## src/rtl/whack_pkg.sv

```systemverilog
// Purpose: shared types and helpers for the whack-a-mole round engine.
// Latency: none (types, constants and a width function only).
// Backpressure: none.
package whack_pkg;

    typedef enum logic [1:0] {
        WAM_IDLE,
        WAM_SHOW,
        WAM_GAP,
        WAM_DONE
    } wam_state_t;

    // Galois feedback mask for the 16-bit mole-picking LFSR.
    localparam logic [15:0] WAM_LFSR_TAPS = 16'hB400;

    // Width of a mole index. Kept at least one bit so a 2-mole build still has an index bit.
    function automatic int WAM_IDX_W(input int n);
        return (n <= 2) ? 1 : $clog2(n);
    endfunction

endpackage

```

## src/rtl/whack_round_engine_if.sv

```systemverilog
// Purpose: groups the game-pad inputs and the score/display outputs of the round engine.
// Latency: none (wires only).
// Backpressure: none; buttons and start are levels, pulses are single-cycle.
// master: pad wrapper side (drives ena/start/btn). slave: the engine (drives mole, score,
// round_idx, hit_pulse, miss_pulse, busy, game_end).
interface whack_round_engine_if #(
    parameter int N_MOLES     = 8,
    parameter int SCORE_W     = 8,
    parameter int GAME_ROUNDS = 30
);
    localparam int RI_W = $clog2(GAME_ROUNDS + 1);

    logic               ena;
    logic               start;
    logic [N_MOLES-1:0] btn;
    logic [N_MOLES-1:0] mole;
    logic [SCORE_W-1:0] score;
    logic [RI_W-1:0]    round_idx;
    logic               hit_pulse;
    logic               miss_pulse;
    logic               busy;
    logic               game_end;

    modport master (
        output ena, start, btn,
        input  mole, score, round_idx, hit_pulse, miss_pulse, busy, game_end
    );

    modport slave (
        input  ena, start, btn,
        output mole, score, round_idx, hit_pulse, miss_pulse, busy, game_end
    );

endinterface

```

## src/rtl/wam_lfsr.sv

```systemverilog
// Purpose: 16-bit Galois LFSR used as the pseudo-random mole source.
// Latency: new value one cycle after a step with ena high.
// Backpressure: holds its value while ena is low.
// Ports: clk, rst_n (sync, active-low, loads SEED), ena (step), lfsr_state (current value).
module wam_lfsr
    import whack_pkg::*;
#(
    parameter logic [15:0] SEED = 16'hACE1
) (
    input  logic        clk,
    input  logic        rst_n,
    input  logic        ena,
    output logic [15:0] lfsr_state
);

    logic [15:0] lfsr_next;

    // Right-shifting Galois form: the bit falling out of bit 0 folds the tap mask back in.
    assign lfsr_next = {1'b0, lfsr_state[15:1]} ^ (lfsr_state[0] ? WAM_LFSR_TAPS : 16'h0000);

    always_ff @(posedge clk) begin
        if (!rst_n) begin
            lfsr_state <= SEED;
        end else if (ena) begin
            lfsr_state <= lfsr_next;
        end
    end

endmodule

```

## src/rtl/whack_round_engine.sv

```systemverilog
// Purpose: whack-a-mole game core: sequences rounds, picks moles, scores hits and misses.
// Latency: start -> lit mole next cycle; button edge -> score/pulse/dark mole next cycle.
// Backpressure: ena low freezes all state and outputs; pulses never exceed one clock.
// Ports: clk, rst_n (sync, active-low), io (slave modport: ena/start/btn in; mole, score,
// round_idx, hit_pulse, miss_pulse, busy, game_end out).
// Build option: define WAM_MISS_PENALTY_EN to make each miss decrement the score (floor 0).
module whack_round_engine
    import whack_pkg::*;
#(
    parameter int          N_MOLES      = 8,
    parameter int          SCORE_W      = 8,
    parameter int          ROUND_CYCLES = 1000000,
    parameter int          GAP_CYCLES   = 200000,
    parameter int          GAME_ROUNDS  = 30,
    parameter logic [15:0] LFSR_SEED    = 16'hACE1
) (
    input  logic                 clk,
    input  logic                 rst_n,
    whack_round_engine_if.slave  io
);

    localparam int IDX_W   = WAM_IDX_W(N_MOLES);
    localparam int RI_W    = $clog2(GAME_ROUNDS + 1);
    localparam int CNT_MAX = (ROUND_CYCLES > GAP_CYCLES) ? ROUND_CYCLES : GAP_CYCLES;
    localparam int CNT_W   = (CNT_MAX <= 2) ? 1 : $clog2(CNT_MAX);

    localparam logic [CNT_W-1:0]   ROUND_LOAD = CNT_W'(ROUND_CYCLES - 1);
    localparam logic [CNT_W-1:0]   GAP_LOAD   = CNT_W'(GAP_CYCLES - 1);
    localparam logic [RI_W-1:0]    LAST_ROUND = RI_W'(GAME_ROUNDS);
    localparam logic [IDX_W-1:0]   LAST_IDX   = IDX_W'(N_MOLES - 1);
    localparam logic [N_MOLES-1:0] MOLE_ONE   = {{(N_MOLES-1){1'b0}}, 1'b1};

    wam_state_t         state_q, state_d;
    logic [CNT_W-1:0]   cnt_q, cnt_d;
    logic [N_MOLES-1:0] mole_q, mole_d;
    logic [N_MOLES-1:0] btn_q, rise;
    logic [IDX_W-1:0]   prev_q, prev_d;
    logic [IDX_W-1:0]   raw_idx, pick_idx;
    logic [SCORE_W-1:0] score_q, score_d;
    logic [RI_W-1:0]    round_q, round_d;
    logic               hit_q, hit_d;
    logic               miss_q, miss_d;
    logic [15:0]        lfsr;
    logic [15:0]        lfsr_mod;

    wam_lfsr #(.SEED(LFSR_SEED)) u_lfsr (
        .clk        (clk),
        .rst_n      (rst_n),
        .ena        (io.ena),
        .lfsr_state (lfsr)
    );

    assign rise = io.btn & ~btn_q;

    // Candidate mole; bumped by one (with wrap) when it repeats the previous mole.
    always_comb begin
        lfsr_mod = lfsr % 16'(N_MOLES);
        raw_idx  = lfsr_mod[IDX_W-1:0];
        pick_idx = raw_idx;
        if (raw_idx == prev_q) begin
            pick_idx = (raw_idx == LAST_IDX) ? '0 : raw_idx + IDX_W'(1);
        end
    end

    always_comb begin
        state_d = state_q;
        cnt_d   = cnt_q;
        mole_d  = mole_q;
        prev_d  = prev_q;
        score_d = score_q;
        round_d = round_q;
        hit_d   = 1'b0;
        miss_d  = 1'b0;

        unique case (state_q)
            WAM_IDLE, WAM_DONE: begin
                if (io.start) begin
                    score_d = '0;
                    round_d = '0;
                    mole_d  = MOLE_ONE << pick_idx;
                    prev_d  = pick_idx;
                    cnt_d   = ROUND_LOAD;
                    state_d = WAM_SHOW;
                end
            end
            WAM_SHOW: begin
                cnt_d = cnt_q - CNT_W'(1);
                // Priority: hit, then wrong button, then timeout.
                if ((rise & mole_q) != '0) begin
                    hit_d = 1'b1;
                    if (score_q != '1) begin
                        score_d = score_q + SCORE_W'(1);
                    end
                end else if (rise != '0 || cnt_q == '0) begin
                    miss_d = 1'b1;
`ifdef WAM_MISS_PENALTY_EN
                    if (score_q != '0) begin
                        score_d = score_q - SCORE_W'(1);
                    end
`endif
                end
                if (hit_d || miss_d) begin
                    round_d = round_q + RI_W'(1);
                    mole_d  = '0;
                    cnt_d   = GAP_LOAD;
                    state_d = WAM_GAP;
                end
            end
            WAM_GAP: begin
                cnt_d = cnt_q - CNT_W'(1);
                if (cnt_q == '0) begin
                    if (round_q == LAST_ROUND) begin
                        state_d = WAM_DONE;
                    end else begin
                        mole_d  = MOLE_ONE << pick_idx;
                        prev_d  = pick_idx;
                        cnt_d   = ROUND_LOAD;
                        state_d = WAM_SHOW;
                    end
                end
            end
            default: state_d = WAM_IDLE;
        endcase
    end

    always_ff @(posedge clk) begin
        if (!rst_n) begin
            state_q <= WAM_IDLE;
            cnt_q   <= '0;
            mole_q  <= '0;
            prev_q  <= '0;
            score_q <= '0;
            round_q <= '0;
            btn_q   <= '1;
            hit_q   <= 1'b0;
            miss_q  <= 1'b0;
        end else begin
            // Pulses drop after one clock even when frozen, so a stall cannot stretch them.
            hit_q  <= 1'b0;
            miss_q <= 1'b0;
            if (io.ena) begin
                state_q <= state_d;
                cnt_q   <= cnt_d;
                mole_q  <= mole_d;
                prev_q  <= prev_d;
                score_q <= score_d;
                round_q <= round_d;
                btn_q   <= io.btn;
                hit_q   <= hit_d;
                miss_q  <= miss_d;
            end
        end
    end

    assign io.mole       = mole_q;
    assign io.score      = score_q;
    assign io.round_idx  = round_q;
    assign io.hit_pulse  = hit_q;
    assign io.miss_pulse = miss_q;
    assign io.busy       = (state_q == WAM_SHOW) || (state_q == WAM_GAP);
    assign io.game_end   = (state_q == WAM_DONE);

endmodule

```

## src/flat_wrapper.sv

```systemverilog
// flat-port wrapper written by rule: the top's interface ports become plain ports
module whack_round_engine_flat import whack_pkg::*;
#(
    parameter int          N_MOLES      = 8,
    parameter int          SCORE_W      = 8,
    parameter int          ROUND_CYCLES = 1000000,
    parameter int          GAP_CYCLES   = 200000,
    parameter int          GAME_ROUNDS  = 30,
    parameter logic [15:0] LFSR_SEED    = 16'hACE1
)
  (clk, rst_n, io_ena, io_start, io_btn, io_mole, io_score, io_round_idx, io_hit_pulse, io_miss_pulse, io_busy, io_game_end);
  whack_round_engine_if #(.N_MOLES(N_MOLES), .SCORE_W(SCORE_W), .GAME_ROUNDS(GAME_ROUNDS)) io_i ();
  input  logic clk;
  input  logic rst_n;
  input wire logic [$bits(io_i.ena)-1:0] io_ena;
  input wire logic [$bits(io_i.start)-1:0] io_start;
  input wire logic [$bits(io_i.btn)-1:0] io_btn;
  output wire logic [$bits(io_i.mole)-1:0] io_mole;
  output wire logic [$bits(io_i.score)-1:0] io_score;
  output wire logic [$bits(io_i.round_idx)-1:0] io_round_idx;
  output wire logic [$bits(io_i.hit_pulse)-1:0] io_hit_pulse;
  output wire logic [$bits(io_i.miss_pulse)-1:0] io_miss_pulse;
  output wire logic [$bits(io_i.busy)-1:0] io_busy;
  output wire logic [$bits(io_i.game_end)-1:0] io_game_end;
  assign io_i.ena = io_ena;
  assign io_i.start = io_start;
  assign io_i.btn = io_btn;
  assign io_mole = io_i.mole;
  assign io_score = io_i.score;
  assign io_round_idx = io_i.round_idx;
  assign io_hit_pulse = io_i.hit_pulse;
  assign io_miss_pulse = io_i.miss_pulse;
  assign io_busy = io_i.busy;
  assign io_game_end = io_i.game_end;
  whack_round_engine #(.N_MOLES(N_MOLES), .SCORE_W(SCORE_W), .ROUND_CYCLES(ROUND_CYCLES), .GAP_CYCLES(GAP_CYCLES), .GAME_ROUNDS(GAME_ROUNDS), .LFSR_SEED(LFSR_SEED)) u_core (.clk(clk), .rst_n(rst_n), .io(io_i));
endmodule
```

## config.mk

```make
export PLATFORM = sky130hd
export DESIGN_NAME = whack_round_engine_flat
export DESIGN_NICKNAME = d
export VERILOG_FILES = /design/src/rtl/whack_pkg.sv /design/src/rtl/whack_round_engine_if.sv /design/src/rtl/wam_lfsr.sv /design/src/rtl/whack_round_engine.sv /design/src/flat_wrapper.sv
export SDC_FILE = /design/constraint.sdc
export NUM_CORES = 1
export LEC_CHECK = 0
export ABC_AREA = 1
export CORE_AREA = 3 3 94 96
export DETAILED_ROUTE_END_ITERATION = 6
export DIE_AREA = 0 0 97 99
export DONT_BUFFER_PORTS = 1
export GPL_TIMING_DRIVEN = 0
export PLACE_DENSITY = 0.66
export SYNTH_ARGS = -nofsm -noshare
export SYNTH_HDL_FRONTEND = slang
export SYNTH_SLANG_ARGS = --single-unit
```

## constraint.sdc

```tcl
create_clock -name clk -period 2.1 [get_ports clk]
set_input_delay 0.63 -clock clk [delete_from_list [all_inputs] [get_ports clk]]
set_output_delay 0.63 -clock clk [all_outputs]
set_load 0.03 [all_outputs]
```

==> results of run 1 <==
==> timing repair <==
item | 4_1_cts | 5_1_grt
resized for setup | 4 | 9
gates cloned | 0 | 0
setup endpoints to repair | 31 | 40
hold endpoints to repair | 0 | 0
hold buffers | 0 | 0
==> worst reg2reg max path, delay by kind of cell, from the launching register on <==
kind | cells | cell delay [ns]
AOI/OAI and AO/OA | 1 | 0.07
DFF | 1 | 0.42
adders and majority gates | 1 | 0.25
and+or+nand+nor | 2 | 0.28
buffers and inverters | 4 | 0.79
==> logic make-up after synthesis <==
family,Yosys count
simple gates,321
xor+xnor,21
fa+ha+maj,11
flops,72
buf+inv,75
compound gates,100
==> metal layers <==
layer,up-vias,track usage
met2,89,0.3524
met4,0,0.07559
met5,-,0
li1,1967,-
met1,1757,0.2907
met3,15,0.03822
==> where the power goes <==
part           internal, mW  total, mW  switching (mW)
Sequential             1.46       1.57           0.109
Clock                 0.538       1.09           0.547
Combinational         0.376       1.18           0.804
Total                  2.38       3.84            1.46
==> registers in the layout, indices dropped and copies added (netlist names) <==
| name | cells |
|---|---|
| u_core.btn_q | 8 |
| u_core.cnt_q | 20 |
| u_core.io.hit_pulse | 1 |
| u_core.io.miss_pulse | 1 |
| u_core.io.mole | 8 |
| u_core.io.round_idx | 5 |
| u_core.io.score | 8 |
| u_core.prev_q | 3 |
| u_core.state_q | 2 |
| u_core.u_lfsr.lfsr_state | 16 |
==> path summary, 6_finish.rpt <==
kind / start / to / slack (ns) / depth (start not counted)
setup / recovery: u_core.state_q[1]$_SDFFE_PN0P_ / u_core.cnt_q[11]$_SDFFE_PN0P_ / 0.15 / 8
hold / removal: io_btn[4] / u_core.btn_q[4]$_SDFFE_PN1P_ / 0.41 / 2
setup reg to reg: u_core.state_q[1]$_SDFFE_PN0P_ / u_core.cnt_q[11]$_SDFFE_PN0P_ / 0.15 / 8
hold reg to reg: u_core.u_lfsr.lfsr_state[6]$_SDFFE_PN1P_ / u_core.u_lfsr.lfsr_state[6]$_SDFFE_PN1P_ / 0.46 / 2
==> stage by stage <==
stage	setup TNS (ns)	utilization	power (mW)	hold slack, ns	area [um2]
6_report	0	0.5398	3.838	0.4094	4390
5_1_grt	0	0.5398	4.077	0.4058	4390
4_1_cts	0	0.5365	3.821	0.4015	4364
3_5_place_dp	-1.949	0.5127	2.730	0.4426	4170
3_3_place_gp	-1.259	0.5127	2.715	0.4375	4170
2_1_floorplan	0	-	2.486	0.4292	4039
==> cells in the mapped netlist (4+ instances only) <==
library cell	n
clkbuf_1	13
ha_1	11
nand3_1	61
o21ai_0	32
nand2_2	7
xor2_1	14
inv_1	52
nor2_1	69
nor2_4	5
buf_2	4
nand4_1	11
nand2_1	147
nor3_1	5
nor2_2	6
inv_2	5
a21oi_1	59
dfxtp_1	72
xnor2_1	7
==> layout make-up <==
class,count,area [um2]
tap,105,131.4
buffer,18,73.82
clock buffer,9,123.9
fill,809,3744
multi-input combinational,453,2332
clock inverter,6,61.31
inverter,57,221.5
sequential,72,1446
==> flow_summary.ini, run 1 <==
[worst_setup_path]
crit_arrival_ns = 2.16
crit_path_end_kind = flip-flop
critical_path_required_ns = 2.31
cp_cell_sequence = inv_1 -> ha_1 -> buf_2 -> inv_1 -> clkbuf_2 -> nand2_1 -> nand3_1 -> a21oi_1
worstSetupPathType = flip-flop to flip-flop
cpMaxStageDelayCell = dfxtp_1
timing.critical_path.mode_cell = inv_1
start_kind = flip-flop
crit_buf_inv = 4
crit_path_max_incr_delay_ns = 0.42
path_delay_family = buffers and inverters
cp_max_fo = 10

[synth]
ys_seq_area_frac = 0.3569
synth-simple-area-share = 0.3640
synthMuxAreaShare = 0
synth_compound_area_frac = 0.1286
synth_edf_count = 0
ys_ff_latch = 72
synth_top_family_by_area = simple AND/OR/NAND/NOR gates
synthAdderAreaFrac = 0.03408
synthFlopType = dfxtp_1
async_flop_share = 0
syn_nets = 623
synth_area_leader_cell = dfxtp_1
synth_xor_area_frac = 0.04554
syn_avg_cell_area_um2 = 6.731
synth.area.top_cells = dfxtp_1, nand2_1, nand3_1, a21oi_1, nor2_1
syn_area_um2 = 4039
yosys_warnings = 0
netlist_instances = 600
ys_types = 33
yosysTopAreaCellShare = 0.3569

[die]
die_h_um = 99
initial_utilization = 0.4965
core-area_um2 = 8134
num_rows = 33
io_pins = 37
die_w_um = 97
dieArea_um2 = 9603

[finish]
layout-drive-gt1-share = 0.09431
final_common_cell = nand2_1
num-nets-final = 634
area.growth.synth_to_final_pct = 8.705
stdcell_count = 720
final_cell_mix = nand2_1, nor2_1, dfxtp_1
insertedDiodeCount = 0

[global_route]
grt_antenna_before_repair = 0
grt_max_degree = 13
grt_pass1_wl_mm = 17.16
grt_usage = 0.2167
grt_pass1_vias = 3590
grt-ovfl-total = 0

[detailed_routing]
num_vias = 3828
wl_met3_um = 436
routed_via_density = 5.317
wl_mm = 10.01
top_layer_used = met4
drcViolationCount = 0
wl_met2_mm = 4.609
drtPass1Iterations = 5
drtAntennaViolNets = 0
drt_iter0_drc = 181
wl_per_cell_um = 13.90
m1WireLength_mm = 4.765

[sta]
finalCritPeriodShare = 0.9290
hold_viol = 0
slew_headroom = 0.5884
period_minus_slack_ns = 1.951
layout_setup_ws_ns = 0.1490
rsz0062_at_grt = false
clock_skew_ns = 0.01271
finalMaxSlewViolations = 0
max_freq_mhz = 512.6
setup_viol = 0
worst_pin_slew_ns = 0.6174

[pwr]
irDropWorstVdd_mv = 0.3761
power.leakage_nw = 1.903
powerDensity_nw_per_um2 = 874.2

[clock_network]
cts_made_buffers = 9
htreeDepth = 3
clockBufferDepth = 2
clk_root_buffer_cell = clkbuf_8
cts_num_sinks = 72
cts_tree = done
insertion_delay_ns = 0.35
postCtsSetupRepairBufs = 0
clk_pin_slew_worst_paths_ns = 0.08

[place]
pre_cts_ws_ns = -0.1755
dp_hpwl_mm = 7.184
placedCellCount = 705
place_congestion = 0.9116
portBuffers = 0

[run_status]
outcome = finished, final reports clean

[min_path]
hold_class = input port to flip-flop

[job]
drv_cap = 0
(Power assumes the default switching activity.)
==> run 2, diff against run 1 <==
--- a/config.mk
+++ b/config.mk
@@ -11,7 +11,9 @@
 export DIE_AREA = 0 0 97 99
 export DONT_BUFFER_PORTS = 1
 export GPL_TIMING_DRIVEN = 0
+export MAX_ROUTING_LAYER = met4
 export PLACE_DENSITY = 0.66
+export SKIP_CTS_REPAIR_TIMING = 1
 export SYNTH_ARGS = -nofsm -noshare
 export SYNTH_HDL_FRONTEND = slang
 export SYNTH_SLANG_ARGS = --single-unit
==> flow_summary.ini, run 2 (synthesized netlist as in run 1, its figures left out) <==
[run_status]
outcome = finished, final reports clean

[pwr]
internal_power_mw = 2.391
p_clk_frac = 0.291
p_sw_mw = 1.487
pwr-share-comb = 0.304
sw_frac_of_total = 0.3834
seqPwrFrac = 0.405
powerDensity_nw_per_um2 = 881.1
p_total_mw = 3.877
irDropWorstVdd_mv = 0.3428
power.leakage_nw = 1.900

[worst_setup_path]
cp_cell_sequence = inv_1 -> ha_1 -> buf_2 -> inv_1 -> clkbuf_2 -> nand2_1 -> nand3_1 -> a21oi_1
critPathLaunch = u_core.state_q[1]$_SDFFE_PN0P_
r2r-end = u_core.cnt_q[8]$_SDFFE_PN0P_
crit_path_max_incr_delay_ns = 0.43
critical_path_required_ns = 2.32
worstSetupPathType = flip-flop to flip-flop
path_delay_family = buffers and inverters
timing.critical_path.mode_cell = inv_1
start_kind = flip-flop
reg2reg_from = u_core.state_q[1]$_SDFFE_PN0P_
reg2regPathDepth = 8
cp_max_fo = 10
crit_path_end_kind = flip-flop
cpMaxStageDelayCell = dfxtp_1
crit_buf_inv = 4
crit_arrival_ns = 2.19
r2r_slack_ns = 0.13

[finish]
register_area_um2 = 1449
final_cell_mix = nand2_1, nor2_1, dfxtp_1
multi_input_area_um2 = 2332
final_common_cell = nand2_1
area.growth.synth_to_final_pct = 8.953
largest_reg_flops = 20
fill_cells = 790
insertedDiodeCount = 0
layout-drive-gt1-share = 0.09740
num-nets-final = 634
reg_top3 = u_core.cnt_q x20, u_core.u_lfsr.lfsr_state x16
top_register = u_core.cnt_q
fin_area_um2 = 4400

[die]
dieArea_um2 = 9603
die_h_um = 99
die_w_um = 97
num_rows = 33
initial_utilization = 0.4965
io_pins = 37
core-area_um2 = 8134

[sta]
clock_skew_ns = 0.01604
tns_ns = 0
setup_viol = 0
hold_viol = 0
max_freq_mhz = 508.5
slew_headroom = 0.5836
worst_pin_slew_ns = 0.6246
rsz0062_at_grt = false
finalCritPeriodShare = 0.9365
period_minus_slack_ns = 1.967
finalMaxSlewViolations = 0

[min_path]
min-delay-start = io_btn[0]
hold_path_depth = 2
holdPathEnd = u_core.btn_q[0]$_SDFFE_PN1P_
hold_class = input port to flip-flop

[detailed_routing]
routed_via_density = 5.300
drtPass1Iterations = 7
drtAntennaViolNets = 0
drt_iter0_drc = 225
num_vias = 3821
drcViolationCount = 0
wl_per_cell_um = 13.86
wl_mm = 9.990

[clock_network]
clk_pin_slew_worst_paths_ns = 0.09
cts_num_sinks = 72
cts_tree = done
htreeDepth = 3
insertion_delay_ns = 0.35
clk_root_buffer_cell = clkbuf_8
cts_made_buffers = 9
clockBufferDepth = 2

[global_route]
grt_usage = 0.2227
grt_antenna_before_repair = 0
grt_pass1_vias = 3583
grt_pass1_wl_mm = 17.05
grt_max_degree = 14
grt-ovfl-total = 0

[place]
portBuffers = 0
dp_hpwl_mm = 7.193
place_area_um2 = 4170
place_congestion = 0.9266

[job]
drv_cap = 0
-- run 2: worst max path at each step --
stage / endpoint / slack [ns] / cells after the start
6_report: u_core.cnt_q[8]$_SDFFE_PN0P_ / 0.13 / 8
5_1_grt: u_core.cnt_q[11]$_SDFFE_PN0P_ / 0.01 / 9
4_1_cts: u_core.io.score[2]$_SDFFE_PN0P_ / -0.21 / 12
3_5_place_dp: u_core.io.score[2]$_SDFFE_PN0P_ / -0.20 / 12
3_3_place_gp: u_core.io.score[2]$_SDFFE_PN0P_ / -0.15 / 12
2_1_floorplan: u_core.io.score[2]$_SDFFE_PN0P_ / 0.15 / 12
-- run 2: layer usage --
metal	track usage	wire [um]	vias up
met2	0.3466	4680	89
met4	0.07451	136	0
met3	0.04742	481	12
met1	0.2890	4692	1748
met5	-	0	-
li1	-	-	1972
-- run 2: power by group through the flow --
stage	Sequential, mW	Clock [mW]	Combinational (mW)
floorplan	1.58	0	0.907
global placement	1.60	0	1.12
detailed placement	1.60	0	1.13
CTS	1.57	1.14	1.14
global route	1.58	1.20	1.34
finish	1.57	1.13	1.18
-- run 2: worst register-to-register path: stages (launching register included) --
cell and delay (ns):
dfxtp_1 0.43, inv_1 0.09, ha_1 0.26, buf_2 0.21, inv_1 0.19, clkbuf_2 0.30, nand2_1 0.18, nand3_1 0.12
a21oi_1 0.06
-- run 2: area by class of cell --
class,count,area share
Inverter,57,0.04976
Clock buffer,10,0.02900
Multi-Input combinational cell,453,0.5300
Buffer,18,0.01678
Sequential cell,72,0.3293
Tap cell,105,0.02985
Clock inverter,6,0.01535
-- run 2: metrics by stage --
step / setup WS [ns] / hold WS (ns) / cells / utilization
floorplan: 0.1549 / 0.4292 / 600 / -
global placement: -0.1505 / 0.4375 / 705 / 0.5127
detailed placement: -0.1994 / 0.4444 / 705 / 0.5127
CTS: -0.2095 / 0.3889 / 721 / 0.5367
global route: 0.01473 / 0.3806 / 721 / 0.5410
finish: 0.1333 / 0.4028 / 721 / 0.5410
